[config.mk]
export PLATFORM = sky130hd
export DESIGN_NAME = btb_branch_unit_flat
export DESIGN_NICKNAME = d
export VERILOG_FILES = /design/src/rtl/btb_if.sv /design/src/rtl/btb_branch_unit.sv /design/src/flat_wrapper.sv
export SDC_FILE = /design/constraint.sdc
export NUM_CORES = 2
export LEC_CHECK = 0
export ABC_AREA = 1
export CORE_ASPECT_RATIO = 0.9
export CORE_MARGIN = 1
export CORE_UTILIZATION = 37
export DETAILED_ROUTE_END_ITERATION = 12
export HOLD_SLACK_MARGIN = 0.1
export SYNTH_ARGS = -nofsm -noshare
export SYNTH_HDL_FRONTEND = slang
export SYNTH_SLANG_ARGS = --single-unit
[constraint.sdc]
create_clock -name clk -period 7 [get_ports clk]
set_input_delay 2.1 -clock clk [delete_from_list [all_inputs] [get_ports clk]]
set_output_delay 2.1 -clock clk [all_outputs]
set_load 0.005 [all_outputs]
[src/rtl/btb_if.sv]
// btb_if: prediction lookup and EX branch resolution bundle between the pipeline and the BTB
interface btb_if;
    logic [31:0] if_pc, pred_target, ex_pc, ex_imm32, ex_pred_target, redirect_pc;
    logic        pred_hit, pred_taken, ex_valid, ex_is_branch, ex_taken, ex_pred_taken, flush;
    modport master (
        output if_pc, ex_valid, ex_is_branch, ex_pc, ex_imm32, ex_taken, ex_pred_taken, ex_pred_target,
        input  pred_hit, pred_taken, pred_target, flush, redirect_pc
    );
    modport slave (
        input  if_pc, ex_valid, ex_is_branch, ex_pc, ex_imm32, ex_taken, ex_pred_taken, ex_pred_target,
        output pred_hit, pred_taken, pred_target, flush, redirect_pc
    );
endinterface

[src/rtl/btb_branch_unit.sv]
// btb_branch_unit: direct-mapped BTB with 2-bit counters; resolves EX branches and flags mispredicts
module btb_branch_unit #(
    parameter int ENTRIES = 16,
    parameter int IDX_W   = 4
) (
    input logic clk,
    input logic rst_n,
    btb_if.slave bus
);
    localparam int TW = 30 - IDX_W;
    logic              valid  [ENTRIES];
    logic [TW-1:0]     tag    [ENTRIES];
    logic [31:0]       target [ENTRIES];
    logic [1:0]        ctr    [ENTRIES];
    logic [IDX_W-1:0]  if_idx, ex_idx;
    logic [TW-1:0]     if_tag, ex_tag;
    logic [31:0]       ex_target, ex_fallthru;
    logic              res, mis, ex_hit;
    logic [1:0]        ctr_n;
    always_comb begin
        if_idx          = bus.if_pc[IDX_W+1:2];
        if_tag          = bus.if_pc[31:IDX_W+2];
        bus.pred_hit    = valid[if_idx] && tag[if_idx] == if_tag;
        bus.pred_taken  = bus.pred_hit && ctr[if_idx][1];
        bus.pred_target = bus.pred_taken ? target[if_idx] : bus.if_pc + 32'd4;
        ex_idx          = bus.ex_pc[IDX_W+1:2];
        ex_tag          = bus.ex_pc[31:IDX_W+2];
        ex_target       = bus.ex_pc + bus.ex_imm32;
        ex_fallthru     = bus.ex_pc + 32'd4;
        res             = bus.ex_valid && bus.ex_is_branch;
        mis             = (bus.ex_taken != bus.ex_pred_taken) ||
                          (bus.ex_taken && bus.ex_pred_target != ex_target);
        ex_hit          = valid[ex_idx] && tag[ex_idx] == ex_tag;
        ctr_n           = bus.ex_taken ? (ctr[ex_idx] == 2'b11 ? 2'b11 : ctr[ex_idx] + 2'd1)
                                       : (ctr[ex_idx] == 2'b00 ? 2'b00 : ctr[ex_idx] - 2'd1);
    end
    always_ff @(posedge clk or negedge rst_n) begin
        if (!rst_n) begin
            bus.flush       <= 1'b0;
            bus.redirect_pc <= '0;
            for (int i = 0; i < ENTRIES; i++) begin
                valid[i]  <= 1'b0;
                tag[i]    <= '0;
                target[i] <= '0;
                ctr[i]    <= '0;
            end
        end else begin
            bus.flush <= res && mis;
            if (res && mis)
                bus.redirect_pc <= bus.ex_taken ? ex_target : ex_fallthru;
            // Hits train in place; only taken misses allocate, evicting any alias
            if (res && ex_hit) begin
                ctr[ex_idx] <= ctr_n;
                if (bus.ex_taken)
                    target[ex_idx] <= ex_target;
            end else if (res && bus.ex_taken) begin
                valid[ex_idx]  <= 1'b1;
                tag[ex_idx]    <= ex_tag;
                target[ex_idx] <= ex_target;
                ctr[ex_idx]    <= 2'b10;
            end
        end
    end
endmodule

[src/flat_wrapper.sv]
// flat-port wrapper written by rule: the top's interface ports become plain ports
module btb_branch_unit_flat 
#(
    parameter int ENTRIES = 16,
    parameter int IDX_W   = 4
)
  (clk, rst_n, bus_if_pc, bus_ex_valid, bus_ex_is_branch, bus_ex_pc, bus_ex_imm32, bus_ex_taken, bus_ex_pred_taken, bus_ex_pred_target, bus_pred_hit, bus_pred_taken, bus_pred_target, bus_flush, bus_redirect_pc);
  btb_if bus_i ();
  input logic clk;
  input logic rst_n;
  input wire logic [$bits(bus_i.if_pc)-1:0] bus_if_pc;
  input wire logic [$bits(bus_i.ex_valid)-1:0] bus_ex_valid;
  input wire logic [$bits(bus_i.ex_is_branch)-1:0] bus_ex_is_branch;
  input wire logic [$bits(bus_i.ex_pc)-1:0] bus_ex_pc;
  input wire logic [$bits(bus_i.ex_imm32)-1:0] bus_ex_imm32;
  input wire logic [$bits(bus_i.ex_taken)-1:0] bus_ex_taken;
  input wire logic [$bits(bus_i.ex_pred_taken)-1:0] bus_ex_pred_taken;
  input wire logic [$bits(bus_i.ex_pred_target)-1:0] bus_ex_pred_target;
  output wire logic [$bits(bus_i.pred_hit)-1:0] bus_pred_hit;
  output wire logic [$bits(bus_i.pred_taken)-1:0] bus_pred_taken;
  output wire logic [$bits(bus_i.pred_target)-1:0] bus_pred_target;
  output wire logic [$bits(bus_i.flush)-1:0] bus_flush;
  output wire logic [$bits(bus_i.redirect_pc)-1:0] bus_redirect_pc;
  assign bus_i.if_pc = bus_if_pc;
  assign bus_i.ex_valid = bus_ex_valid;
  assign bus_i.ex_is_branch = bus_ex_is_branch;
  assign bus_i.ex_pc = bus_ex_pc;
  assign bus_i.ex_imm32 = bus_ex_imm32;
  assign bus_i.ex_taken = bus_ex_taken;
  assign bus_i.ex_pred_taken = bus_ex_pred_taken;
  assign bus_i.ex_pred_target = bus_ex_pred_target;
  assign bus_pred_hit = bus_i.pred_hit;
  assign bus_pred_taken = bus_i.pred_taken;
  assign bus_pred_target = bus_i.pred_target;
  assign bus_flush = bus_i.flush;
  assign bus_redirect_pc = bus_i.redirect_pc;
  btb_branch_unit #(.ENTRIES(ENTRIES), .IDX_W(IDX_W)) u_core (.clk(clk), .rst_n(rst_n), .bus(bus_i));
endmodule
# [Word level (Yosys, flattened, before mapping)]
# Cells that the tools add are included.
[op_classes] addsub=5 n_mul=0 n_div=0 n_lt_le_gt_ge=3 n_eq_ne=6 shift=0 mux=42 bitwise_logic=7 reduce_logical=14
[op_table] cell="two-way mux 512 bit" n=3
[op_table] cell="bitwise mux 512 bit" n=1
[op_table] cell="bitwise mux 416 bit" n=1
[op_table] cell="two-way mux 32 bit" n=7
[op_table] cell="binary-select mux 26 bit (select 4 bit)" n=2
[op_table] cell="two-way mux 26 bit" n=5
[op_table] cell="binary-select mux 32 bit (select 4 bit)" n=1
[op_table] cell="demux 32 bit (select 4 bit)" n=1
[op_table] cell="demux 26 bit (select 4 bit)" n=1
[op_table] cell="adder 32 x 3 -> 32 bit, second input constant" n=2
[op_table] cell="== test 26 bit" n=2
[op_table] cell="adder 32 bit" n=1
[op_table] cell="bitwise mux 32 bit" n=1
[op_table] cell="inequality test 32 bit" n=1
[op_table] cell="OR 16 bit" n=2
[op_table] cell="bitwise AND 16 bit" n=1
[op_table] cell="binary-select mux 2 bit (select 4 bit)" n=2
[op_table] cell="two-way mux 2 bit" n=8
[op_table] cell="inverter 16 bit" n=1
[op_table] cell=">= comparator 5 bit, second input constant" n=2
[op_table] cell="inverter 4 -> 5 bit" n=2
[op_table] cell="logical AND 1 bit" n=9
[op_table] cell="binary-select mux 1 bit (select 4 bit)" n=2
[op_table] cell="demux 2 bit (select 4 bit)" n=1
[op_table] cell="13 further kinds" n=18
[word_totals] reg_bits=1009 latch_bits=0 mem_bits_rw=0 mem_bits_ro=0 inputBits=134 output_inout_bits=67 wordCells=143 mem_count=0

# [Longest topological paths before layout]
[depth] ltp_word=9 depth_mapped=24 ltp_nobuf=21

# [Worst setup path before layout]
# OpenSTA, ideal clock, no wires.
[synth_timing] path_kind="input -> output" start="input bus_if_pc[2]" end="output bus_pred_target[0]" arrival_time_ns=4.211 path_slack_ns=0.689 path_stages=12 path_buffers=6 cell_sequence="buf_4 -> buf_4 -> buf_4 -> buf_6 -> buf_4 -> o21ai_0 -> nand3_1 -> a32o_1 -> a21oi_1 -> nand2_1 -> buf_2 -> o21ai_0"
[synth_via] elab_chain_cells=8 word_cells_on_any_way=17
[synth_rtl] element="start: declaration" line="flat_wrapper.sv:11" rtl="input wire logic [$bits(bus_i.if_pc)-1:0] bus_if_pc;"
[synth_rtl] element="inverter 4 -> 5 bit (not written as such) (*)" line="btb_branch_unit.sv:23, btb_branch_unit.sv:24, btb_branch_unit.sv:25"
[synth_rtl] element="binary-select mux 26 bit (select 4 bit)" line="btb_branch_unit.sv:23" rtl="bus.pred_hit = valid[if_idx] && tag[if_idx] == if_tag;"
[synth_rtl] element="two-way mux 26 bit (not written as such) (2 in a row)" line="btb_branch_unit.sv:23"
[synth_rtl] element="== test 26 bit" line="btb_branch_unit.sv:23"
[synth_rtl] element="logical AND 1 bit" line="btb_branch_unit.sv:23"
[synth_rtl] element="logical AND 1 bit" line="btb_branch_unit.sv:24" rtl="bus.pred_taken = bus.pred_hit && ctr[if_idx][1];"
[synth_rtl] element="two-way mux 32 bit (*)" line="btb_branch_unit.sv:25" rtl="bus.pred_target = bus.pred_taken ? target[if_idx] : bus.if_pc + 32'd4;"
[synth_rtl] element="end: declaration" line="flat_wrapper.sv:21" rtl="output wire logic [$bits(bus_i.pred_target)-1:0] bus_pred_target;"
# Every way passes the cells marked *; elsewhere a longest branch is shown, timed or not. The select of a mux whose other input is x is not followed.

# [Worst setup path in the final report]
[layout_timing] start="input bus_if_pc[5]" end="output bus_pred_target[15]"
[layout_via] elab_chain_cells=8 word_cells_on_any_way=18
[layout_rtl] element="inverter 4 -> 5 bit (not written as such)" line="btb_branch_unit.sv:23, btb_branch_unit.sv:24, btb_branch_unit.sv:25"
[layout_rtl] element="binary-select mux 26 bit (select 4 bit)" line="btb_branch_unit.sv:23"
[layout_rtl] element="two-way mux 26 bit (not written as such) (2 in a row)" line="btb_branch_unit.sv:23"
[layout_rtl] element="== test 26 bit" line="btb_branch_unit.sv:23"
[layout_rtl] element="logical AND 1 bit" line="btb_branch_unit.sv:23"
[layout_rtl] element="logical AND 1 bit" line="btb_branch_unit.sv:24"
[layout_rtl] element="two-way mux 32 bit (*)" line="btb_branch_unit.sv:25"
# Marks and branches as above.

==> key figures <==
Setup path
  • WP data required: approximately 4.9 ns
  • Worst r2r src: u_core.tag[52]
  • Flop2flop setup slack: 3.33 ns
  • Critical R2R Capture: u_core.tag[202]
  • Critical path class: in2out
  • Setup crit start kind: input port
  • Critical Path Sink Type: primary output
  • Largest fanout on the critical path: 25
  • Crit path arrival time: 4.91 ns
  • Cells on worst reg2reg path: 19

Layout
  • Final std cells w/o fill: about 10000
  • Post-layout util: 45.36%
  • NumNets Final: about 8400
  • Share of cells above drive strength 1: between 10 and 15%
  • Fill count: 15230
  • Area grow syn2layout: 21.23%

Routing
  • Final wirelength: about 250000 um
  • Remaining DRCs: 0
  • Via count: about 60000
  • Average wire per standard cell: 24.12 um
  • DR vias/cell: between 5 and 6
  • Starting DRT DRC Count: 8232
  • ANT nets after route: 0
  • Drt first pass iters: 6

Min path
  • Cell depth of the worst min-delay path: 2
  • Hold endpoint: u_core.valid[1]
  • Hold path start: u_core.valid[1]
  • Hold Crit Class: reg2reg

Timing
  • Slew HR: 28.13%
  • Post-Route Skew: 0.08222 ns
  • Fin. Hold Viols: 0
  • Max Slew Vio Count: 0
  • Final Cycle Share: 100.1%
  • Shortest period the worst path allows: about 7.0 ns
  • Setup ws final: -0.008693 ns
  • Worst-margin pin slew: about 1.1 ns
  • Maximum clock frequency: between 0.1 and 0.15 GHz
  • Hold WS: 0.4652 ns
  • Sum of negative setup slack: -0.01721 ns
  • RSZ-0062 raised after global routing: yes
  • Final Setup Violations: 2

Synth
  • Yosys top cell area share: ~45%
  • Largest cells by area after synthesis: dfrtp_1, nand2_1, o21ai_0, nor2_1, inv_1
  • Top cells by count, synth: nand2_1, o21ai_0, dfrtp_1
  • Seq cells post-synth: slightly above 1000
  • Area of the mapped netlist: approximately 57000 um^2
  • Total number of yosys warnings: 0
  • Async S/R FF share, synth: between 90% and 100%
  • Leading area contributor after synthesis: dfrtp_1
  • Syn_nets: ~8000
  • Number of enable flip-flop cells after synthesis: 0
  • Main flop type after synthesis: dfrtp_1
  • Post-synth cell types: 45
  • Count leader, synth: nand2_1
  • Post-synthesis cell count: between 7000 and 8000
  • Post-synthesis area per instance: roughly 7.1 um^2
  • Sequential share of the synthesized area: 44.69%

Floorplanning
  • Die Span Y: ~370 um
  • Core ar.: 151000 um^2
  • I/O Pins: between 200 and 250
  • Die area: 154300 um^2
  • Die W: between 400 and 500 um
  • Row Count: 135
  • Initial core utilization: 37.42%

Power
  • VDD IR max: approximately 0.00024 V
  • Pleak: 33.08 nW
  • PD cells: between 200 and 300 nW/um^2

Global routing
  • Largest net degree at the start of global routing: between 150 and 200
  • Initial antenna violation count: 16
  • Global-route wire length before repair: between 300000 and 400000 um
  • Total GRT Usage: a little under a third
  • Total gr overflow: 0
  • Number of global-route vias before repair: 53320

Clock tree
  • H-tree levels: 3
  • Clk slew on worst S/H paths: ~0.060 ns
  • Longest Clk Path Bufs: 3
  • Clock Latency Late Sink: roughly 0.79 ns
  • Hold_buf cts: 0
  • Num CTS Buffers: 115
  • CTS Sinks: about 1000
  • CTS tree: yes
  • Root buffer cell: clkbuf_16

Placed design
  • Setup slack at placement: -0.5871 ns
  • Input/output buffers: 200
  • RD Place Congestion: ~1.0
  • HPWL Detailed: around 170000 um
  • Placed insts: 10080

Outcome
  • Failing checks: negative setup slack
  • Outcome: finished, violations left

Flow run
  • Number of max-cap violations: 0
worst max-delay path by stage:
stage	from	to	slack, ns	depth (start not counted)
3_3_place_gp	bus_if_pc[5]	bus_pred_target[30]	-0.51	23
2_1_floorplan	bus_if_pc[2]	bus_pred_target[0]	0.69	12
5_1_grt	bus_if_pc[2]	bus_pred_target[30]	-0.1	23
6_report	bus_if_pc[5]	bus_pred_target[15]	-0.009	13
3_5_place_dp	bus_if_pc[5]	bus_pred_target[20]	-0.59	17
4_1_cts	bus_if_pc[2]	bus_pred_target[30]	-0.03	22
timing repair:
item | CTS | global route
setup buffers | 13 | 4
pin swaps | 15 | 25
cloned | 7 | 4
endpoints found under the setup margin | 34 | 34
resized for setup | 165 | 94
layout make-up:
| cell class | instances | area [um^2] | share of cell area, % |
|---|---|---|---|
| tap | 1986 | 2485 | 3.628 |
| inverter | 554 | 2112 | 3.083 |
| clock inverter | 65 | 907.1 | 1.324 |
| clock buffer | 153 | 3292 | 4.806 |
| timing repair buffer | 716 | 7387 | 10.78 |
| antenna | 8 | 20.02 | 0.02923 |
| sequential | 1009 | 25250 | 36.86 |
| multi-input combinational | 5844 | 27040 | 39.48 |
registers in the layout, indices dropped and copies added (netlist names):
signal,cells
u_core.target,512
u_core.tag,416
u_core.bus.redirect_pc,32
u_core.ctr,32
u_core.valid,16
u_core.bus.flush,1
cells in the final DEF (no fill, tap or decap), drive strengths merged, types with 4 or more instances in the layout:
cell and n:
nand2 2552, xor2 42, a31oi 4, nand4 47
clkinvlp 5, clkbuf 166, and2 5, buf 529
nor3 34, dfrtp 1009, a32o 7, bufinv 18
nand3b 33, clkdlybuf4s50 159, clkinv 56, ha 36
nand3 335, a21oi 223, o221ai 46, a221oi 11
o211ai 144, o211a 4, nor4 8, or2 6
dlygate4sd2 7, clkdlybuf4s15 5, diode 8, nor2 669
o22ai 76, o21ai 1547, inv 540
metrics by stage:
stage                     instance area (um^2)  power [W]
final                                    68500    0.01765
after CTS                                68190    0.01760
after global routing                     68480    0.01841
after floorplan                          56500   0.009225
after global placement                   63480    0.01080
after detailed placement                 63480    0.01088
cell families (layout without fill, tap and decap cells):
group | Yosys count | after routing | share of synthesized area, %
AO/OA/AOI/OAI | 2071 | 2071 | 19.68
other | 0 | 8 | 0
XOR/XNOR | 44 | 44 | 0.6821
adder cells (fa/ha/maj) | 37 | 37 | 0.8326
buffers and inverters | 1115 | 1488 | 8.061
flip-flops | 1009 | 1009 | 44.69
AND/OR/NAND/NOR | 3692 | 3692 | 26.06
power by group:
group	internal, W	leakage, nW	switching [W]	total [W]
Combinational	0.00132	17.7	0.00238	0.00370
Clock	0.00398	2.08	0.00271	0.00669
Sequential	0.00672	13.3	0.000538	0.00726
Total	0.0120	33.1	0.00563	0.0176
routing by layer:
| layer | vias up | part of all wire, % | wire, um | GRT usage (%) |
|---|---|---|---|---|
| met4 | 10 | 3.8 | 9443 | 11.22 |
| met5 | - | 0.023 | 57 | 0 |
| li1 | 26630 | - | - | - |
| met1 | 28160 | 44 | 110400 | 47.44 |
| met3 | 474 | 11 | 26890 | 6.374 |
| met2 | 3277 | 41 | 102500 | 44.98 |
critical path, stage by stage:
cell             delay (ns)
clkdlybuf4s15_2        0.20
buf_12                 0.14
inv_6                  0.06
nor2_4                 0.04
buf_12                 0.14
buf_4                  0.15
buf_4                  0.29
a221oi_1               0.95
nand3_2                0.21
buf_6                  0.19
nand2_2                0.08
inv_1                  0.05
dlygate4sd2_1          0.25
Note: power is estimated with default switching activity, not from simulation.
